$ cat config.mk
export PLATFORM = sky130hd
export DESIGN_NAME = cacheline_arbiter_flat
export DESIGN_NICKNAME = d
export VERILOG_FILES = /design/src/rtl/cacheline_arbiter_if.sv /design/src/rtl/cacheline_arbiter.sv /design/src/flat_wrapper.sv
export SDC_FILE = /design/constraint.sdc
export NUM_CORES = 1
export LEC_CHECK = 0
export CORE_AREA = 5 5 542 544
export DETAILED_ROUTE_END_ITERATION = 12
export DIE_AREA = 0 0 547 549
export PLACE_DENSITY_LB_ADDON = 0.1
export SYNTH_ARGS = -nofsm -noshare
export SYNTH_HDL_FRONTEND = slang
export SYNTH_SLANG_ARGS = --single-unit
$ cat constraint.sdc
create_clock -name clk -period 2.15 [get_ports clk]
set_input_delay 0.5375 -clock clk [delete_from_list [all_inputs] [get_ports clk]]
set_output_delay 0.5375 -clock clk [all_outputs]
set_load 0.1 [all_outputs]
$ cat src/rtl/cacheline_arbiter_if.sv
// Cache/memory bus bundle for the cacheline arbiter.
// slave: arbiter side; master: caches and memory side.
interface cacheline_arbiter_if #(
    parameter int LINE_WIDTH = 256,
    parameter int ADDR_WIDTH = 32
);
    logic                  i_read;
    logic [ADDR_WIDTH-1:0] i_addr;
    logic [LINE_WIDTH-1:0] i_rdata;
    logic                  i_resp;
    logic                  d_read;
    logic                  d_write;
    logic [ADDR_WIDTH-1:0] d_addr;
    logic [LINE_WIDTH-1:0] d_wdata;
    logic [LINE_WIDTH-1:0] d_rdata;
    logic                  d_resp;
    logic                  pmem_read;
    logic                  pmem_write;
    logic [ADDR_WIDTH-1:0] pmem_addr;
    logic [LINE_WIDTH-1:0] pmem_wdata;
    logic [LINE_WIDTH-1:0] pmem_rdata;
    logic                  pmem_resp;

    modport slave (
        input  i_read, i_addr,
        input  d_read, d_write, d_addr, d_wdata,
        input  pmem_rdata, pmem_resp,
        output i_rdata, i_resp,
        output d_rdata, d_resp,
        output pmem_read, pmem_write,
        output pmem_addr, pmem_wdata
    );

    modport master (
        output i_read, i_addr,
        output d_read, d_write, d_addr, d_wdata,
        output pmem_rdata, pmem_resp,
        input  i_rdata, i_resp,
        input  d_rdata, d_resp,
        input  pmem_read, pmem_write,
        input  pmem_addr, pmem_wdata
    );
endinterface

$ cat src/rtl/cacheline_arbiter.sv
// Shares one memory port between icache and dcache.
// Define ARBITER_RR_EN for round-robin, else dcache priority.
module cacheline_arbiter #(
    parameter int LINE_WIDTH = 256,
    parameter int ADDR_WIDTH = 32
) (
    input  logic clk,
    input  logic rst,
    cacheline_arbiter_if.slave bus
);
    typedef enum logic [1:0] {
        IDLE    = 2'd0,
        SERVE_I = 2'd1,
        SERVE_D = 2'd2
    } state_e;

    state_e                state_q, state_d;
    logic [ADDR_WIDTH-1:0] addr_q, addr_d;
    logic [LINE_WIDTH-1:0] wdata_q, wdata_d;
    logic                  write_q, write_d;

    logic i_req;
    logic d_req;
    logic grant_d;

    logic                  pmem_read;
    logic                  pmem_write;
    logic [ADDR_WIDTH-1:0] pmem_addr;
    logic [LINE_WIDTH-1:0] pmem_wdata;
    logic                  i_resp;
    logic                  d_resp;

`ifdef ARBITER_RR_EN
    logic last_q, last_d;
`endif

    assign i_req = bus.i_read;
    assign d_req = bus.d_read | bus.d_write;

    // Pick the winner: grant_d=1 selects the dcache.
    always_comb begin
        grant_d = d_req;
`ifdef ARBITER_RR_EN
        if (i_req && d_req) begin
            grant_d = ~last_q;
        end
`endif
    end

    // Next state, transaction capture and bus outputs.
    always_comb begin
        state_d    = state_q;
        addr_d     = addr_q;
        wdata_d    = wdata_q;
        write_d    = write_q;
`ifdef ARBITER_RR_EN
        last_d     = last_q;
`endif
        pmem_read  = 1'b0;
        pmem_write = 1'b0;
        pmem_addr  = '0;
        pmem_wdata = '0;
        i_resp     = 1'b0;
        d_resp     = 1'b0;
        unique case (state_q)
            IDLE: begin
                if (i_req || d_req) begin
                    state_d = grant_d ? SERVE_D : SERVE_I;
                    addr_d  = grant_d ? bus.d_addr : bus.i_addr;
                    wdata_d = grant_d ? bus.d_wdata : '0;
                    write_d = grant_d & bus.d_write;
`ifdef ARBITER_RR_EN
                    last_d  = grant_d;
`endif
                end
            end
            SERVE_I, SERVE_D: begin
                pmem_read  = ~write_q;
                pmem_write = write_q;
                pmem_addr  = addr_q;
                pmem_wdata = wdata_q;
                if (bus.pmem_resp) begin
                    i_resp  = (state_q == SERVE_I);
                    d_resp  = (state_q == SERVE_D);
                    state_d = IDLE;
                end
            end
            default: state_d = IDLE;
        endcase
    end

    // State and latched transaction registers.
    always_ff @(posedge clk) begin
        if (rst) begin
            state_q <= IDLE;
            addr_q  <= '0;
            wdata_q <= '0;
            write_q <= 1'b0;
`ifdef ARBITER_RR_EN
            last_q  <= 1'b0;
`endif
        end else begin
            state_q <= state_d;
            addr_q  <= addr_d;
            wdata_q <= wdata_d;
            write_q <= write_d;
`ifdef ARBITER_RR_EN
            last_q  <= last_d;
`endif
        end
    end

    assign bus.pmem_read  = pmem_read;
    assign bus.pmem_write = pmem_write;
    assign bus.pmem_addr  = pmem_addr;
    assign bus.pmem_wdata = pmem_wdata;
    assign bus.i_resp     = i_resp;
    assign bus.d_resp     = d_resp;
    assign bus.i_rdata    = bus.pmem_rdata;
    assign bus.d_rdata    = bus.pmem_rdata;
endmodule

$ cat src/flat_wrapper.sv
// flat-port wrapper written by rule: the top's interface ports become plain ports
module cacheline_arbiter_flat 
#(
    parameter int LINE_WIDTH = 256,
    parameter int ADDR_WIDTH = 32
)
  (clk, rst, bus_i_read, bus_i_addr, bus_d_read, bus_d_write, bus_d_addr, bus_d_wdata, bus_pmem_rdata, bus_pmem_resp, bus_i_rdata, bus_i_resp, bus_d_rdata, bus_d_resp, bus_pmem_read, bus_pmem_write, bus_pmem_addr, bus_pmem_wdata);
  cacheline_arbiter_if #(.LINE_WIDTH(LINE_WIDTH), .ADDR_WIDTH(ADDR_WIDTH)) bus_i ();
  input  logic clk;
  input  logic rst;
  input wire logic [$bits(bus_i.i_read)-1:0] bus_i_read;
  input wire logic [$bits(bus_i.i_addr)-1:0] bus_i_addr;
  input wire logic [$bits(bus_i.d_read)-1:0] bus_d_read;
  input wire logic [$bits(bus_i.d_write)-1:0] bus_d_write;
  input wire logic [$bits(bus_i.d_addr)-1:0] bus_d_addr;
  input wire logic [$bits(bus_i.d_wdata)-1:0] bus_d_wdata;
  input wire logic [$bits(bus_i.pmem_rdata)-1:0] bus_pmem_rdata;
  input wire logic [$bits(bus_i.pmem_resp)-1:0] bus_pmem_resp;
  output wire logic [$bits(bus_i.i_rdata)-1:0] bus_i_rdata;
  output wire logic [$bits(bus_i.i_resp)-1:0] bus_i_resp;
  output wire logic [$bits(bus_i.d_rdata)-1:0] bus_d_rdata;
  output wire logic [$bits(bus_i.d_resp)-1:0] bus_d_resp;
  output wire logic [$bits(bus_i.pmem_read)-1:0] bus_pmem_read;
  output wire logic [$bits(bus_i.pmem_write)-1:0] bus_pmem_write;
  output wire logic [$bits(bus_i.pmem_addr)-1:0] bus_pmem_addr;
  output wire logic [$bits(bus_i.pmem_wdata)-1:0] bus_pmem_wdata;
  assign bus_i.i_read = bus_i_read;
  assign bus_i.i_addr = bus_i_addr;
  assign bus_i.d_read = bus_d_read;
  assign bus_i.d_write = bus_d_write;
  assign bus_i.d_addr = bus_d_addr;
  assign bus_i.d_wdata = bus_d_wdata;
  assign bus_i.pmem_rdata = bus_pmem_rdata;
  assign bus_i.pmem_resp = bus_pmem_resp;
  assign bus_i_rdata = bus_i.i_rdata;
  assign bus_i_resp = bus_i.i_resp;
  assign bus_d_rdata = bus_i.d_rdata;
  assign bus_d_resp = bus_i.d_resp;
  assign bus_pmem_read = bus_i.pmem_read;
  assign bus_pmem_write = bus_i.pmem_write;
  assign bus_pmem_addr = bus_i.pmem_addr;
  assign bus_pmem_wdata = bus_i.pmem_wdata;
  cacheline_arbiter #(.LINE_WIDTH(LINE_WIDTH), .ADDR_WIDTH(ADDR_WIDTH)) u_core (.clk(clk), .rst(rst), .bus(bus_i));
endmodule
; Yosys cells after proc, flatten, opt, wreduce, memory -nomap -nowiden
; Cells that the tools add are included.
[classes]
n_eq_ne = 4
muxes = 14
bitwise_logic = 3
reduce_logical = 5
[ops]
columns = operator, n
row1 = two-way mux 256 bit, 2
row2 = two-way mux 32 bit, 2
row3 = two-way mux 1 bit, 6
row4 = two-way mux 2 bit, 3
row5 = case mux 2 bit (2 select lines), 1
row6 = AND reduction 2 bit, 2
row7 = "== test 2 x 1 -> 1 bit, second input constant", 1
row8 = "== test 2 bit, second input constant", 1
row9 = zero test 2 bit, 1
row10 = "inequality test 2 x 1 -> 1 bit, second input constant", 1
row11 = "inequality test 2 bit, second input constant", 1
row12 = OR reduction 2 bit, 1
row13 = AND 1 bit, 1
row14 = logical OR 1 bit, 1
row15 = inverter 1 bit, 1
row16 = bitwise OR 1 bit, 1
[word_totals]
reg_bits = 291
input_bits = 582
output_inout_bits = 804

; Logic depth before layout (Yosys ltp)
; Gate-level depths: netlist of run 1.
[depth]
ltp_word = 4
mapped_depth = 7
depth_no_buf = 5

; Worst setup path after synthesis of run 1
; Ideal clock, no wire load.
[synth_timing]
path_kind = reg-to-output
startpoint = register u_core.state_q[0]
endpoint = output bus_pmem_read
arrival_ns = 2.566
required_ns = 1.612
path_slack_ns = -0.953
path_stages_with_launch = 6
cell_sequence = dfxtp_1 > inv_1 > ha_1 > clkbuf_1 > clkbuf_1 > nor2b_1
[synth_between]
elab_chain_cells = 3
[synth_lines]
columns = element, line_no
row1 = start: declaration, cacheline_arbiter.sv:17  ; state_e state_q, state_d;
row2 = start signal: assignment, cacheline_arbiter.sv:103  ; state_q <= state_d;
row3 = == test 2 bit or == test 2 x 1 -> 1 bit (tied branches), cacheline_arbiter.sv:65  ; unique case (state_q)
row4 = OR reduction 2 bit (*), cacheline_arbiter.sv:65
row5 = two-way mux 1 bit (*), cacheline_arbiter.sv:65
row6 = end: declaration, flat_wrapper.sv:23  ; output wire logic [$bits(bus_i.pmem_read)-1:0] bus_pmem_read;
; Mark *: on every way between the ends. The rest lies on a longest branch, timed or not.

; Worst setup path after layout of run 1
[layout_timing]
startpoint = register u_core.state_q[0]
endpoint = output bus_pmem_wdata[42]
[layout_between]
elab_chain_cells = 3
[layout_lines]
columns = element, line_no
row1 = == test 2 bit or == test 2 x 1 -> 1 bit (tied branches), cacheline_arbiter.sv:65
row2 = OR reduction 2 bit (*), cacheline_arbiter.sv:65
row3 = two-way mux 256 bit (*), cacheline_arbiter.sv:65
row4 = end: declaration, flat_wrapper.sv:26  ; output wire logic [$bits(bus_i.pmem_wdata)-1:0] bus_pmem_wdata;
; Marks and branches as above.

==> qor.csv, run 1 <==
metric,value,unit
crit path cell chain,"inv_2, ha_4, buf_4, buf_16, clkbuf_16, and2_4, buf_12",
CTS buffer count,50,
Startpoint Class,flop,
Pre-antenna DRT Iters,4,
Worst R2R Start,u_core.state_q[1],
RSZ-0062 raised after global routing,true,
Top delay family on crit path,buffers and inverters,
fill count,33000,
Slew HR,59.1,%
Slew @ Worst Pin,0.613,ns
"Arr. time, crit path",2.30,ns
I/O Buffers,617,
Worst-path clk slew,0.06,ns
worst skew pair latency,0.67,ns
DP Worst Slack,-0.235,ns
Syn Inst Count,1610,
proportion of layout cells with a drive suffix above 1,43.7,%
Yosys reg bits,291,
Routed WL per cell,22.2,microns
Mapped Area,15100,sq um
area delta synth->final,90.1,%
global route total overflow,0,
Synth cell types,24,
sequential area share after synthesis,38.6,%
Cell Int Power,15400,uW
ratio of final minimum period to clock period,132,%
min-delay worst type,input port to flop,
slowest stage cell on the critical path,dfxtp_2,
Max Fclk,0.352,GHz
Psw,9720,uW
clock power share,34.2,%
global-route wire length before repair,156,mm
final instance area,28700,sq um
"EDFF count, synth",0,
CTS Root Cell,clkbuf_16,
GRT Total Usage,7.90,%
placed cell area,26200,sq um
sw frac,38.8,%
Core Box Area,289000,sq um
Comb pwr share,39.7,%
# setup viols final,291,
global placer's final weighted congestion,0.651,
syn_nets,2195,
CTS H-Tree Depth,2,
critical path class,flop to primary output,
Leak,0.0101,uW
Final Critical Period,2.84,ns
Mapped Avg Cell Area,9.38,sq um
full die area,300000,sq um
crit path from,u_core.state_q[0],
Seq pwr share,26.1,%
Antenna Nets Post-Route,0,
antenna violations before repair,48,
site row count,198,
worst clock skew,0.0482,ns
Worst EP required,1.61,ns
Worst Setup End Kind,primary output,
ys flop type,dfxtp_1,
Die W,547,microns
First DRT Iteration DRCs,501,
maximum clock path buffer count,3,
Min-Delay Startpoint,rst,
Peak VDD IR,0.000592,V
Clock Sinks,291,
"Hold-fix buffers, CTS",0,
Starting Density,5.22,%
run status,"complete, but fails checks",
ys async rst share,0,%
Ys Warns,0,
Detailed Place HPWL,101,mm
number of global-route vias before repair,12900,
Final Max Slew Viols,0,
max incr delay on CP,0.33,ns
final worst slack,-0.691,ns
WP buf/inv,5,
DIE HEIGHT,549,microns
# IOs,1386,
largest net degree at the start of global routing,50,
failing checks,setup timing,
Fin. Hold Viols,0,
maxcap violations,0,
final WL,125,mm
DRC errors left,0,
peak fanout along the critical path,17,
fin util,9.93,%
CTS tree,yes,
pwr/cell area,873,nW/um^2
Via-to-Cell Ratio,2.13,
fin nets,2357,
vias after detailed routing,12000,
[routing by layer]
layer / vias to the layer above / GRT usage [%] / part of all wire, %
met5: - / 0 / 0.046
met1: 5383 / 8.48 / 38
met4: 10 / 3.85 / 5.4
li1: 5302 / - / -
met2: 911 / 12.0 / 43
met3: 362 / 5.13 / 14
[worst min-delay path: cells and delay by family]
kind / cells / cell delay (ns)
buf+inv: 2 / 0.35
compound gates: 1 / 0.06
[per-stage QoR]
stage / TNS [ns] / hold slack, ns / total power [uW] / cells
6_report: -176.06 / 0.331 / 25100 / 5618
4_1_cts: -223.90 / 0.259 / 25700 / 5601
2_1_floorplan: -13.24 / 0.434 / 15900 / 1610
3_5_place_dp: -51.92 / 0.449 / 16000 / 5492
3_3_place_gp: -47.44 / 0.447 / 16000 / 5492
5_1_grt: -222.66 / 0.277 / 26400 / 5614
[kinds of logic (layout without fill, tap and decap cells)]
kind of cell	Yosys count	count (layout)	share of synthesized area, %
and+or+nand+nor	365	365	14.1
adders and majority gates	3	3	0.249
DFF	291	291	38.6
AOI/OAI and AO/OA	327	327	18.1
buffers and inverters	624	826	28.9
other	0	6	0
[sequential cells by signal, summed over array words and instances (netlist names)]
signal          flops
u_core.wdata_q    256
u_core.addr_q      32
u_core.state_q      2
u_core.write_q      1
[final cells by class]
| cell class | instances | area [sq um] | area share [%] |
|---|---|---|---|
| repair buffers | 732 | 10800 | 37.6 |
| flip-flops and latches | 291 | 5830 | 20.3 |
| multi-input cells | 695 | 5630 | 19.6 |
| well taps | 3800 | 4750 | 16.6 |
| clock buffers | 76 | 1490 | 5.19 |
| clock inverters | 16 | 183 | 0.636 |
| diodes | 6 | 15.0 | 0.0523 |
| inverters | 2 | 7.51 | 0.0262 |
[cell usage in the layout, fill, tap and decap left out, types with 2 or more instances in the layout]
cell type          n
buf_4             45
diode_2            6
buf_8              9
nand2_1           32
a311oi_1          32
and2_2            29
dfxtp_1          289
o21ai_0           33
clkinvlp_4         2
clkbuf_16         60
ha_4               2
inv_2              2
bufinv_16          3
dfxtp_2            2
clkbuf_1          13
clkbuf_8          12
nor3_1             2
clkdlybuf4s50_1  322
buf_12           321
nor2_1            33
a21oi_1            3
buf_6             14
nand2b_1           2
clkinv_2           8
buf_16            10
buf_2              2
a22o_1           256
and2_4           261
nor2_4             2
[power by group through the flow]
stage	Sequential [uW]	Clock [uW]	Combinational (uW)
after global routing	6630	9320	10500
after detailed placement	6650	0	9310
after CTS	6550	9220	9950
after global placement	6670	0	9340
final	6530	8580	9950
after floorplan	6380	0	9470
[synthesized netlist by cell type (all sizes together) (2+ instances only)]
master,n,area (sq um)
a21oi,3,15.0
a22o,256,2240
a311oi,32,280
and2,290,1810
buf,576,4190
clkbuf,46,173
dfxtp,291,5830
ha,3,37.5
inv,2,7.51
nand2,32,120
nand2b,2,12.5
nor2,35,141
nor2b,2,12.5
nor3,2,10.0
o21ai,33,165
[path summary, 6_finish.rpt]
path	endpoint	slack, ns	depth (start not counted)
max	bus_pmem_wdata[42]	-0.69	7
min	u_core.addr_q[2]	0.33	3
max reg2reg	u_core.addr_q[22]	0.42	7
min reg2reg	u_core.wdata_q[41]	0.47	1
[what timing repair did]
item	CTS	global route
setup endpoints to repair	292	292
cloned	6	9
hold endpoints to repair	0	0
setup buffers	11	7
gates resized for setup	83	51
pin swaps	9	15
Note: power is estimated with default switching activity, not from simulation.
==> inputs of run 2 (changes only) <==
PLACE_DENSITY = 0.3   (was not set)
PLACE_DENSITY_LB_ADDON = not set   (was 0.1)
==> run 2 against run 1 <==
  * Setup slack better by 0.047 ns
  * Hold slack got worse by 0.11 ns
  * Combinational power down 0.8%
  * Register-to-register slack better by 0.02 ns
  * Sequential share of layout area increased by 0.16 points
  * Global-route usage is 1.7 points higher
  * Via count grew 3.6%
  * Die area did not move
  * The run still ends with setup timing left
  * Critical path depth is the same
  * Utilization down 0.078 points
  * Cell count shrank 0.37%
==> qor.csv, run 2 (synthesized netlist as in run 1, its figures left out) <==
metric,value,unit,change
full die area,300000,sq um,unchanged
Peak VDD IR,0.000507,V,-14%
Slew @ Worst Pin,0.501,ns,-0.112 ns
Routed WL per cell,27.3,microns,+23%
I/O Buffers,617,,unchanged
Starting Density,5.22,%,unchanged
Die W,547,microns,unchanged
Largest register FFs,256,,unchanged
ratio of final minimum period to clock period,130,%,-2.2 points
maxcap violations,0,,unchanged
RSZ-0062 raised after global routing,true,,
number of global-route vias before repair,12600,,-2.1%
Final Critical Period,2.79,ns,-0.0474 ns
# IOs,1386,,unchanged
worst clock skew,0.0404,ns,-0.00772 ns
worst skew pair latency,0.68,ns,about the same
"Arr. time, crit path",2.26,ns,-0.04 ns
CTS tree,yes,,
largest net degree at the start of global routing,35,,-30%
global-route wire length before repair,180,mm,+16%
Largest regs,"u_core.wdata_q: 256 flops, u_core.addr_q: 32 flops, u_core.state_q: 2 flops",,
Pre-antenna DRT Iters,6,,+2
R2R cell count,6,,-1
CTS buffer count,44,,-12%
Worst-path clk slew,0.06,ns,about the same
Detailed Place HPWL,133,mm,+32%
Hold Crit Endpoint,u_core.write_q,,
Core Box Area,289000,sq um,unchanged
maximum clock path buffer count,3,,unchanged
critical path class,flop to primary output,,
failing checks,setup timing,,
Fin. Hold Viols,0,,unchanged
Antenna Nets Post-Route,0,,unchanged
Worst path most repeated cell,buf_12,,
Startpoint Class,flop,,
Final Max Slew Viols,0,,unchanged
global placer's final weighted congestion,0.730,,+12%
Worst EP required,1.61,ns,about the same
slowest stage cell on the critical path,dfxtp_2,,
"commonest non-fill, non-tap cells in the layout","324 x buf_12, 322 x clkdlybuf4s50_1, 289 x dfxtp_1",,
site row count,198,,unchanged
Cell Int Power,15300,uW,-0.12%
Psw,9690,uW,-0.30%
vias after detailed routing,12400,,+3.6%
crit path cell chain,"inv_2, ha_4, buf_12, buf_12, buf_4, and2_2, buf_12",,
reg2reg end,u_core.wdata_q[38],,
DRC errors left,0,,unchanged
proportion of layout cells with a drive suffix above 1,43.4,%,-0.28 points
reg2reg setup slack,0.44,ns,+0.02 ns
"most common cell after layout, fill and taps aside",buf_12,,
run status,"complete, but fails checks",,
Worst R2R Start,u_core.state_q[1],,
final WL,153,mm,+22%
placed cell count,5487,,-0.091%
final worst slack,-0.643,ns,+0.0474 ns
DIE HEIGHT,549,microns,unchanged
fin nets,2339,,-0.76%
antenna violations before repair,59,,+23%
peak fanout along the critical path,8,,-9
Min-Delay Startpoint,rst,,
pwr/cell area,879,nW/um^2,+0.60%
Comb pwr share,39.4,%,-0.3 points
Worst Setup End Kind,primary output,,
worst hold path cell count,2,,-1
max incr delay on CP,0.33,ns,about the same
clock power share,34.2,%,about the same
Max Fclk,0.358,GHz,+1.7%
Clock Sinks,291,,unchanged
global route total overflow,0,,unchanged
Seq pwr share,26.4,%,+0.3 points
Biggest register,u_core.wdata_q,,
Slew HR,66.6,%,+7.5 points
CTS H-Tree Depth,2,,unchanged
Via-to-Cell Ratio,2.21,,+3.9%
First DRT Iteration DRCs,618,,+23%
final non-filler cell total,5597,,-0.37%
CTS Root Cell,clkbuf_16,,
min-delay worst type,input port to flop,,
# setup viols final,292,,+0.34%
fin util,9.85,%,-0.078 points
Leak,0.00998,uW,-1.2%
area delta synth->final,88.6,%,
sw frac,38.7,%,-0.044 points
GRT Total Usage,9.56,%,+1.7 points
run 2: how the worst max path moves through the flow:
stage / depth (start not counted) / slack, ns / to / startpoint
2_1_floorplan: 5 / -0.14 / bus_pmem_read / u_core.state_q[0]
3_3_place_gp: 6 / -0.38 / u_core.wdata_q[255] / bus_i_read
3_5_place_dp: 6 / -0.38 / u_core.wdata_q[166] / bus_i_read
4_1_cts: 6 / -0.80 / bus_pmem_wdata[31] / u_core.state_q[1]
5_1_grt: 7 / -0.78 / bus_pmem_wdata[7] / u_core.state_q[0]
6_report: 7 / -0.64 / bus_pmem_wdata[7] / u_core.state_q[1]
run 2: critical path, delay by kind of cell, from the launching register on:
family | cells | cell delay, ns
flip-flops | 1 | 0.33
adder cells (fa/ha/maj) | 1 | 0.28
buffers and inverters | 5 | 0.70
AND/OR/NAND/NOR | 1 | 0.19
run 2: per-layer routing:
layer | up-vias | global-route usage (%) | wire [microns]
met5 | - | 0.443 | 310
met4 | 22 | 3.83 | 6750
met3 | 378 | 8.64 | 29500
met2 | 1127 | 14.4 | 64900
met1 | 5604 | 9.18 | 51200
li1 | 5262 | - | -
run 2: per-stage QoR:
stage | setup slack [ns] | setup TNS (ns) | instance area [sq um] | power, uW | hold slack, ns
after CTS | -0.799 | -206.49 | 28100 | 25300 | 0.104
after global routing | -0.780 | -209.43 | 28500 | 26100 | 0.158
after floorplan | -0.138 | -13.24 | 15700 | 15900 | 0.434
final | -0.643 | -169.19 | 28500 | 25000 | 0.219
after global placement | -0.378 | -70.43 | 26200 | 16100 | 0.450
after detailed placement | -0.375 | -70.15 | 26200 | 16100 | 0.449
run 2: area by class of cell:
class	instances	area [sq um]
inverters	2	7.51
well taps	3800	4750
diodes	8	20.0
repair buffers	720	10600
flip-flops and latches	291	5830
fillers	33000	261000
clock buffers	58	1240
multi-input cells	695	5590
clock inverters	23	452
run 2: power groups by stage:
stage | logic [uW] | registers (uW) | clock network (uW)
after floorplan | 9470 | 6380 | 0
after global placement | 9380 | 6730 | 0
after detailed placement | 9390 | 6720 | 0
after CTS | 9690 | 6620 | 9020
after global routing | 10400 | 6670 | 9100
final | 9870 | 6600 | 8560
run 2: repair_timing:
action	in CTS	in global routing
pin swaps	11	4
hold buffers	0	0
setup endpoints to repair	292	292
resized for setup	40	47
setup buffers	4	7
cloned	4	10
